`src/rtl/mem_preload_pkg.sv`:
```
// Shared definitions for the memory preload sequencer: command bytes,
// header length and the controller state encoding.
package mem_preload_pkg;
  localparam logic [7:0] CMD_LOAD_ICCM = 8'h01;
  localparam logic [7:0] CMD_LOAD_DCCM = 8'h02;
  localparam logic [7:0] CMD_FINISH    = 8'h03;

  // Load header: 2 address bytes followed by 2 word-count bytes.
  localparam int HDR_BYTES = 4;

  typedef enum logic [2:0] {
    ST_IDLE,
    ST_HDR,
    ST_DATA,
    ST_WRITE,
    ST_DONE
  } state_e;
endpackage

```
`src/rtl/top_pkg.sv`:
```
// Top-level SoC package: bus data width shared by memory-facing blocks.
package top_pkg;
  localparam int TL_DW = 32;
endpackage

```
`src/rtl/mem_preload_ctrl_byte_packer.sv`:
```
// byte_packer: collects little-endian bytes into a TL_DW word.
// Ports:
//   clk_i, rst_ni   clock, asynchronous active-low reset
//   byte_valid_i    a byte is consumed this cycle
//   byte_i          the byte
//   word_valid_o    combinational: high with the 4th byte of a word
//   word_o          assembled word (first byte in bits 7:0), valid with word_valid_o
module byte_packer (
  input  logic                       clk_i,
  input  logic                       rst_ni,
  input  logic                       byte_valid_i,
  input  logic [7:0]                 byte_i,
  output logic                       word_valid_o,
  output logic [top_pkg::TL_DW-1:0]  word_o
);
  localparam int SW = top_pkg::TL_DW - 8;

  logic [1:0]    cnt_q, cnt_d;
  logic [SW-1:0] shift_q, shift_d;

  always_comb begin
    cnt_d   = cnt_q;
    shift_d = shift_q;
    if (byte_valid_i) begin
      cnt_d   = cnt_q + 2'd1;
      // Newest byte enters at the top so the oldest ends up in bits 7:0.
      shift_d = {byte_i, shift_q[SW-1:8]};
    end
  end

  always_ff @(posedge clk_i or negedge rst_ni) begin
    if (!rst_ni) begin
      cnt_q   <= 2'd0;
      shift_q <= '0;
    end else begin
      cnt_q   <= cnt_d;
      shift_q <= shift_d;
    end
  end

  assign word_valid_o = byte_valid_i && (cnt_q == 2'd3);
  assign word_o       = {byte_i, shift_q};
endmodule

```
`src/rtl/mem_preload_ctrl.sv`:
```
// mem_preload_ctrl: parses a byte command stream and writes ICCM/DCCM words
// through the core preload port, holding the core in reset until finish.
// Ports:
//   clk_i, rst_ni               clock, asynchronous active-low reset
//   byte_valid_i/byte_i         input byte stream
//   byte_ready_o                byte accepted when valid && ready
//   iccm_we_o/dccm_we_o         one-cycle write strobes
//   mem_wdata_o/mem_wmask_o     write data / mask (mask all ones only on a strobe)
//   mem_waddr_o                 word address
//   mem_finish_o, core_rst_no   preload done (sticky), core reset release
//   err_o                       sticky: unknown command byte seen
module mem_preload_ctrl
  import mem_preload_pkg::*;
#(
  parameter int AW = 11,
  parameter int CW = 16
) (
  input  logic                      clk_i,
  input  logic                      rst_ni,
  input  logic                      byte_valid_i,
  input  logic [7:0]                byte_i,
  output logic                      byte_ready_o,
  output logic                      iccm_we_o,
  output logic                      dccm_we_o,
  output logic [top_pkg::TL_DW-1:0] mem_wdata_o,
  output logic [top_pkg::TL_DW-1:0] mem_wmask_o,
  output logic [AW-1:0]             mem_waddr_o,
  output logic                      mem_finish_o,
  output logic                      core_rst_no,
  output logic                      err_o
);
  localparam int DW = top_pkg::TL_DW;

  state_e        state_q, state_d;
  logic [1:0]    hdr_cnt_q, hdr_cnt_d;
  logic [23:0]   hdr_q, hdr_d;
  logic [AW-1:0] addr_q, addr_d;
  logic [CW-1:0] words_q, words_d;
  logic          dccm_sel_q, dccm_sel_d;
  logic          iccm_we_q, iccm_we_d, dccm_we_q, dccm_we_d;
  logic [DW-1:0] wdata_q, wdata_d, wmask_q, wmask_d;
  logic          finish_q, finish_d, err_q, err_d;

  logic          accept;
  logic          word_valid;
  logic [DW-1:0] word;
  logic [31:0]   hdr_word;
  logic          unused_hdr;

  // State is IDLE during reset, so gate ready with rst_ni to keep it low.
  assign byte_ready_o = rst_ni &&
                        (state_q == ST_IDLE || state_q == ST_HDR || state_q == ST_DATA);
  assign accept       = byte_valid_i && byte_ready_o;
  // Full header as it looks when its last byte arrives.
  assign hdr_word     = {byte_i, hdr_q};
  assign unused_hdr   = ^hdr_word;

  byte_packer u_packer (
    .clk_i        (clk_i),
    .rst_ni       (rst_ni),
    .byte_valid_i (accept && (state_q == ST_DATA)),
    .byte_i       (byte_i),
    .word_valid_o (word_valid),
    .word_o       (word)
  );

  always_comb begin
    state_d    = state_q;
    hdr_cnt_d  = hdr_cnt_q;
    hdr_d      = hdr_q;
    addr_d     = addr_q;
    words_d    = words_q;
    dccm_sel_d = dccm_sel_q;
    iccm_we_d  = 1'b0;
    dccm_we_d  = 1'b0;
    wdata_d    = wdata_q;
    wmask_d    = '0;
    finish_d   = finish_q;
    err_d      = err_q;
    unique case (state_q)
      ST_IDLE: begin
        if (accept) begin
          if (byte_i == CMD_LOAD_ICCM || byte_i == CMD_LOAD_DCCM) begin
            dccm_sel_d = (byte_i == CMD_LOAD_DCCM);
            hdr_cnt_d  = 2'd0;
            state_d    = ST_HDR;
          end else if (byte_i == CMD_FINISH) begin
            finish_d = 1'b1;
            state_d  = ST_DONE;
          end else begin
            err_d = 1'b1;
          end
        end
      end
      ST_HDR: begin
        if (accept) begin
          hdr_d     = {byte_i, hdr_q[23:8]};
          hdr_cnt_d = hdr_cnt_q + 2'd1;
          if (hdr_cnt_q == 2'(HDR_BYTES - 1)) begin
            addr_d  = hdr_word[AW-1:0];
            words_d = hdr_word[16 +: CW];
            state_d = (hdr_word[16 +: CW] == '0) ? ST_IDLE : ST_DATA;
          end
        end
      end
      ST_DATA: begin
        // Strobe, data and mask are registered so they all appear together.
        if (word_valid) begin
          wdata_d   = word;
          wmask_d   = '1;
          iccm_we_d = !dccm_sel_q;
          dccm_we_d = dccm_sel_q;
          state_d   = ST_WRITE;
        end
      end
      ST_WRITE: begin
        addr_d  = addr_q + 1'b1;  // wraps at the top of the AW-bit space
        words_d = words_q - 1'b1;
        state_d = (words_q == CW'(1)) ? ST_IDLE : ST_DATA;
      end
      ST_DONE: begin
      end
      default: state_d = ST_IDLE;
    endcase
  end

  always_ff @(posedge clk_i or negedge rst_ni) begin
    if (!rst_ni) begin
      state_q    <= ST_IDLE;
      hdr_cnt_q  <= 2'd0;
      hdr_q      <= '0;
      addr_q     <= '0;
      words_q    <= '0;
      dccm_sel_q <= 1'b0;
      iccm_we_q  <= 1'b0;
      dccm_we_q  <= 1'b0;
      wdata_q    <= '0;
      wmask_q    <= '0;
      finish_q   <= 1'b0;
      err_q      <= 1'b0;
    end else begin
      state_q    <= state_d;
      hdr_cnt_q  <= hdr_cnt_d;
      hdr_q      <= hdr_d;
      addr_q     <= addr_d;
      words_q    <= words_d;
      dccm_sel_q <= dccm_sel_d;
      iccm_we_q  <= iccm_we_d;
      dccm_we_q  <= dccm_we_d;
      wdata_q    <= wdata_d;
      wmask_q    <= wmask_d;
      finish_q   <= finish_d;
      err_q      <= err_d;
    end
  end

  assign iccm_we_o    = iccm_we_q;
  assign dccm_we_o    = dccm_we_q;
  assign mem_wdata_o  = wdata_q;
  assign mem_wmask_o  = wmask_q;
  assign mem_waddr_o  = addr_q;
  assign mem_finish_o = finish_q;
  assign core_rst_no  = finish_q;
  assign err_o        = err_q;
endmodule

```
`config.mk`:
```
export PLATFORM = sky130hd
export DESIGN_NAME = mem_preload_ctrl
export DESIGN_NICKNAME = d
export VERILOG_FILES = /design/src/rtl/mem_preload_pkg.sv /design/src/rtl/top_pkg.sv /design/src/rtl/mem_preload_ctrl_byte_packer.sv /design/src/rtl/mem_preload_ctrl.sv
export SDC_FILE = /design/constraint.sdc
export NUM_CORES = 1
export LEC_CHECK = 0
export BUFFER_PORTS_ARGS = -buffer_cell sky130_fd_sc_hd__buf_4
export CAP_MARGIN = 40
export CORE_ASPECT_RATIO = 1.1
export CORE_MARGIN = 10
export CORE_UTILIZATION = 36
export CTS_BUF_LIST = sky130_fd_sc_hd__clkbuf_16
export DETAILED_ROUTE_END_ITERATION = 7
export PLACE_DENSITY = 0.67
export SLEW_MARGIN = 25
export SYNTH_ARGS = -nofsm -noshare
export SYNTH_HDL_FRONTEND = slang
export SYNTH_SLANG_ARGS = --single-unit
export TNS_END_PERCENT = 50
```
`constraint.sdc`:
```
create_clock -name clk_i -period 1.8 [get_ports clk_i]
set_input_delay 0.09 -clock clk_i [delete_from_list [all_inputs] [get_ports clk_i]]
set_output_delay 0.09 -clock clk_i [all_outputs]
set_load 0.1 [all_outputs]
```
# Word level (Yosys, flattened, before mapping)

Index checks and enable logic that the tools add are counted.

Bits in registers: 151
Input port bits: 11

$add $sub $neg: 4
Reduce and logical (&&, ||, !) cells: 20
Bitwise logic cells: 3
Eq/ne operators: 16
Multiplexer cells: 25

Operators by type and width:

| cell                    | number |
|---|---|
| $mux W32                | 2 |
| $mux W16                | 2 |
| $pmux W16 S2            | 1 |
| $mux W11                | 2 |
| $pmux W11 S2            | 1 |
| $mux W3                 | 6 |
| $eq A16 B1 Y1 const B   | 1 |
| $eq A8 B2 Y1 const B    | 2 |
| $logic_not A16 Y1       | 1 |
| $sub A16 B1 Y16 const B | 1 |
| $pmux W3 S5             | 1 |
| $reduce_and A4 Y1       | 3 |
| $add A11 B1 Y11 const B | 1 |
| $mux W2                 | 5 |
| $eq A8 B1 Y1 const B    | 1 |
| $eq A3 B2 Y1 const B    | 2 |
| $ne A2 B1 Y1 const B    | 3 |
| $reduce_and A3 Y1       | 2 |
| $reduce_and A6 Y1       | 1 |
| $add A2 B1 Y2 const B   | 2 |
| $eq A2 B2 Y1 const B    | 2 |
| $logic_and A1 B1 Y1     | 4 |
| $mux W1                 | 4 |
| $ne A2 B2 Y1 const B    | 2 |
| 10 further kinds        | 16 |

# Depth between registers and ports, before layout

Depth after elaboration: 9
Gate-level depth with buffers: 7
Depth with buffers taken out: 6

# Cells and area by module

A second synthesis with hierarchy kept.

Cell total of the unflattened synthesis: 479
Area total of the unflattened synthesis: 5801.8 sq um

By module, submodules not included:

| module           | area an instance (sq um) | instances | cells each |
|---|---|---|---|
| mem_preload_ctrl | 4663.2                   | 1         | 414 |
| byte_packer      | 1138.6                   | 1         | 65 |

# Worst setup path after synthesis

OpenSTA, ideal clock, no wires.

Path kind: register to register
Start point: register addr_q[3] (netlist: mem_waddr_o[3])
End point: register addr_q[10] (netlist: mem_waddr_o[10])
Stages on the path, launching flop included: 5
Slack: -0.372 ns
Data arrival time: 2.045 ns
Setup time: 0.127 ns
Path through: dfrtp_1 -> nand3_1 -> nor4_1 -> mux2i_1 -> a221o_1

Cells in the longest elaborated chain, start to end: 2

Ends and longest elaborated chain:

| element                | RTL line                | source |
|---|---|---|
| start, declared        | mem_preload_ctrl.sv:37  | `logic [AW-1:0] addr_q, addr_d;` |
| start signal, assigned | mem_preload_ctrl.sv:145 | `addr_q <= addr_d;` |
| $add A11 B1 Y11        | mem_preload_ctrl.sv:117 | `addr_d = addr_q + 1'b1;` |
| $pmux W11 S2           | mem_preload_ctrl.sv:80  | `unique case (state_q)` |

No other way between the ends.
A chain may end at the register's enable or synchronous reset.

# Worst setup path in the final report

Start point: input port byte_i[4]
End point: register dccm_sel_q

Cells in the longest elaborated chain, start to end: 3
Elaborated cells between the ends (all ways): 4

Ends and longest elaborated chain:

| element                                             | RTL line                                       | source |
|---|---|---|
| start, declared                                     | mem_preload_ctrl.sv:21                         | `input logic [7:0] byte_i,` |
| $eq A8 B1 Y1 / $eq A8 B2 Y1 (equally long branches) | mem_preload_ctrl.sv:83, mem_preload_ctrl.sv:84 |  |
| $logic_or A1 B1 Y1                                  | mem_preload_ctrl.sv:83                         | `if (byte_i == CMD_LOAD_ICCM \|\| byte_i == CMD_LOAD_DCCM) begin` |
| $reduce_and A3 Y1 (no source line)                  | -                                              |  |
| end signal, assigned                                | mem_preload_ctrl.sv:147                        | `dccm_sel_q <= dccm_sel_d;` |
| end, declared                                       | mem_preload_ctrl.sv:39                         | `logic dccm_sel_q, dccm_sel_d;` |

Parallel ways exist; a longest one is shown, timed or not.

==> flow_summary.json <==
{
  "status": "finished clean",
  "detail-route-antenna-nets": 0,
  "first_pass_iters": 4,
  "hold_class": "in2reg",
  "overflow": 0,
  "clock_sinks": 120,
  "area_delta_synth_final_pct": 26.6,
  "worstMarginPinSlew_ns": 0.534,
  "finalSetupViolations": 0,
  "max_freq_ghz": 0.580,
  "io_buffers": 91,
  "start_util": 0.371,
  "antenna_found_initial": 0,
  "synth_edf_count": 0,
  "dieHeight_microns": 151,
  "post_drt_wl_per_cell_microns": 17.7,
  "avgSynthCellArea_sq_um": 12.0,
  "ys_async_sr_fraction": 1.00,
  "synthTopCellsByArea": "dfrtp_1 53%, mux2_2 16%, buf_4 4.4%",
  "finalCriticalPeriod_ns": 1.72,
  "post-synth-top-count-cell": "dfrtp_1",
  "setup.worst_path.class": "in2reg",
  "clockBufferDepth": 2,
  "viasPerCell": 5.23,
  "synthTopCellsByCount": "120 x dfrtp_1, 80 x mux2_2, 33 x buf_4",
  "cts_tree": "built",
  "drt_iter0_markers": 170,
  "vias": 3999,
  "startpoint_type": "primary input",
  "die_w_microns": 139,
  "ys_seq_area_frac": 0.533,
  "yosys_warnings": 0,
  "crit_required_ns": 2.09,
  "cp-end-kind": "register",
  "grt_pass1_vias": 4112,
  "skew_ns": 0.00746,
  "maxCapViolCount": 0,
  "final_util": 0.470,
  "synth-main-ff-cell": "dfrtp_1",
  "grt_pass1_wl_mm": 22.1,
  "synth_cells": 471,
  "crit_arrival_ns": 2.01,
  "io_pins": 92,
  "n_antenna_cell": 0,
  "finalHoldViolations": 0,
  "grt_max_degree": 62,
  "clockRootBuffer": "clkbuf_16",
  "hpwl_mm": 9.34,
  "wl_mm": 13.5,
  "h-tree-depth": 4,
  "crit_path_cell_trace": "dlygate4sd3_1 > or4_4 > or3_4 > o31ai_2 > a21oi_1",
  "cts.clk_slew.worst_paths_ns": 0.06,
  "yosysTopAreaCellShare": 0.533,
  "track_usage": 0.127,
  "cpPeakStageDelay_ns": 0.63,
  "finalNetCount": 573,
  "numCtsBuffers": 17,
  "netlist_area_sq_um": 5630,
  "grt_setup_unrepaired": "true",
  "place.gp.congestion": 0.859,
  "critPathBufInv": 1,
  "synth_cell_type_count": 62,
  "synth-seq-cells": 120,
  "synth_area_leader_cell": "dfrtp_1",
  "drive_gt1_frac": 0.438,
  "crit_family": "simple AND/OR/NAND/NOR gates",
  "rows": 47,
  "core_area_sq_um": 15200,
  "drc": 0,
  "path_max_fanout": 5,
  "period_share": 0.958,
  "dieArea_sq_um": 21100,
  "relSlewSlack": 0.644,
  "cpMaxStageDelayCell": "dlygate4sd3_1",
  "syn-num-nets": 487,
  "drv_slew": 0,
  "clock_latency_ns": 0.41
}
==> per-layer routing <==
metal	vias up	GRT usage	share of wire
met1	1988	0.152	0.41
met5	-	0	0
met4	0	0.0418	0.014
li1	1861	-	-
met2	134	0.208	0.51
met3	16	0.0445	0.071
==> state kept, by name (all words and copies together) (netlist names), 2 cells and up <==
name              cells
mem_wdata_o          32
hdr_q                24
u_packer.shift_q     24
words_q              16
mem_waddr_o          11
state_q               3
hdr_cnt_q             2
u_packer.cnt_q        2
==> path summary, 6_finish.rpt <==
kind	from	to	slack (ns)	cells past startpoint
max reg2reg	state_q[2]	mem_wdata_o[15]	0.11	4
min in group asynchronous	rst_ni	state_q[2]	0.29	3
min	byte_i[2]	u_packer.shift_q[18]	0.02	2
max	byte_i[4]	dccm_sel_q	0.08	5
max in group asynchronous	rst_ni	mem_waddr_o[5]	0.48	4
min reg2reg	hdr_cnt_q[0]	hdr_cnt_q[0]	0.47	1
==> final cells by class <==
cell class / count / area [sq um]
well taps: 196 / 245
fillers: 1370 / 8040
flip-flops and latches: 120 / 3010
repair buffers: 123 / 1030
clock buffers: 17 / 425
multi-input cells: 287 / 2240
inverters: 8 / 30.0
clock inverters: 14 / 148
==> what timing repair did <==
item / in CTS / in global routing
endpoints found under the setup margin: 4 / 20
hold buffers: 6 / 0
cloned: 0 / 1
gates resized for setup: 1 / 6
buffers inserted: 0 / 2
pin swaps: 0 / 4
endpoints found under the hold margin: 72 / 0
==> cells in the final DEF (no fill, tap or decap), drive strengths merged, types with 2 or more instances in the layout <==
| master | synthesis | routed |
|---|---|---|
| nand3b | 2 | 2 |
| xnor2 | 2 | 2 |
| a32oi | 3 | 3 |
| or4 | 4 | 4 |
| inv | 8 | 13 |
| nand2b | 3 | 3 |
| nor4 | 11 | 11 |
| dfrtp | 120 | 120 |
| clkinv | 0 | 4 |
| xor2 | 3 | 3 |
| ha | 5 | 5 |
| o22ai | 3 | 3 |
| o2bb2ai | 2 | 2 |
| and3b | 2 | 2 |
| a31oi | 5 | 5 |
| mux2 | 82 | 82 |
| a22oi | 4 | 4 |
| a21oi | 27 | 27 |
| and3 | 3 | 3 |
| nor3 | 11 | 11 |
| nor2 | 23 | 23 |
| nor4b | 2 | 2 |
| clkbuf | 10 | 18 |
| nor3b | 2 | 2 |
| a2bb2oi | 6 | 6 |
| nand3 | 9 | 9 |
| a31o | 2 | 2 |
| nand2 | 18 | 18 |
| nand4 | 4 | 4 |
| or3 | 3 | 3 |
| dlygate4sd3 | 0 | 5 |
| a41oi | 2 | 2 |
| clkinvlp | 0 | 3 |
| buf | 46 | 116 |
| bufinv | 0 | 2 |
| a211oi | 4 | 4 |
| o41ai | 2 | 2 |
| o31ai | 2 | 2 |
| o21ai | 22 | 22 |
==> cell families (layout without fill, tap and decap cells) <==
family	Yosys count	in the layout	synth area share
flip-flops	120	120	0.533
AND/OR/NAND/NOR	102	102	0.107
AO/OA/AOI/OAI	92	92	0.105
multiplexers	83	83	0.166
buffers and inverters	64	162	0.0707
adder cells (fa/ha/maj)	5	5	0.0111
XOR/XNOR	5	5	0.00778
==> stage by stage <==
step           hold slack, ns  setup TNS [ns]  instance area (sq um)  worst slack, ns  cells
6_report               0.0162               0                   7130           0.0764    765
5_1_grt                0.0175        -0.00344                   7130         -0.00344    765
4_1_cts               0.00310               0                   7090           0.0417    764
3_5_place_dp            0.133         -0.0341                   6450          -0.0157    727
3_3_place_gp            0.127               0                   6450           0.0757    727
2_1_floorplan          -0.206          -0.180                   5640           -0.180    471
==> worst register-to-register path, cell delays in order (launching register included) <==
cell	delay (ns)
dfrtp_1	0.46
nand3b_4	0.23
nor4_4	0.24
buf_12	0.26
mux2_2	0.39
Power is left out: the tool's default activity adds up to more than one toggle a clock period on the data nets, which glitch-free logic cannot reach.
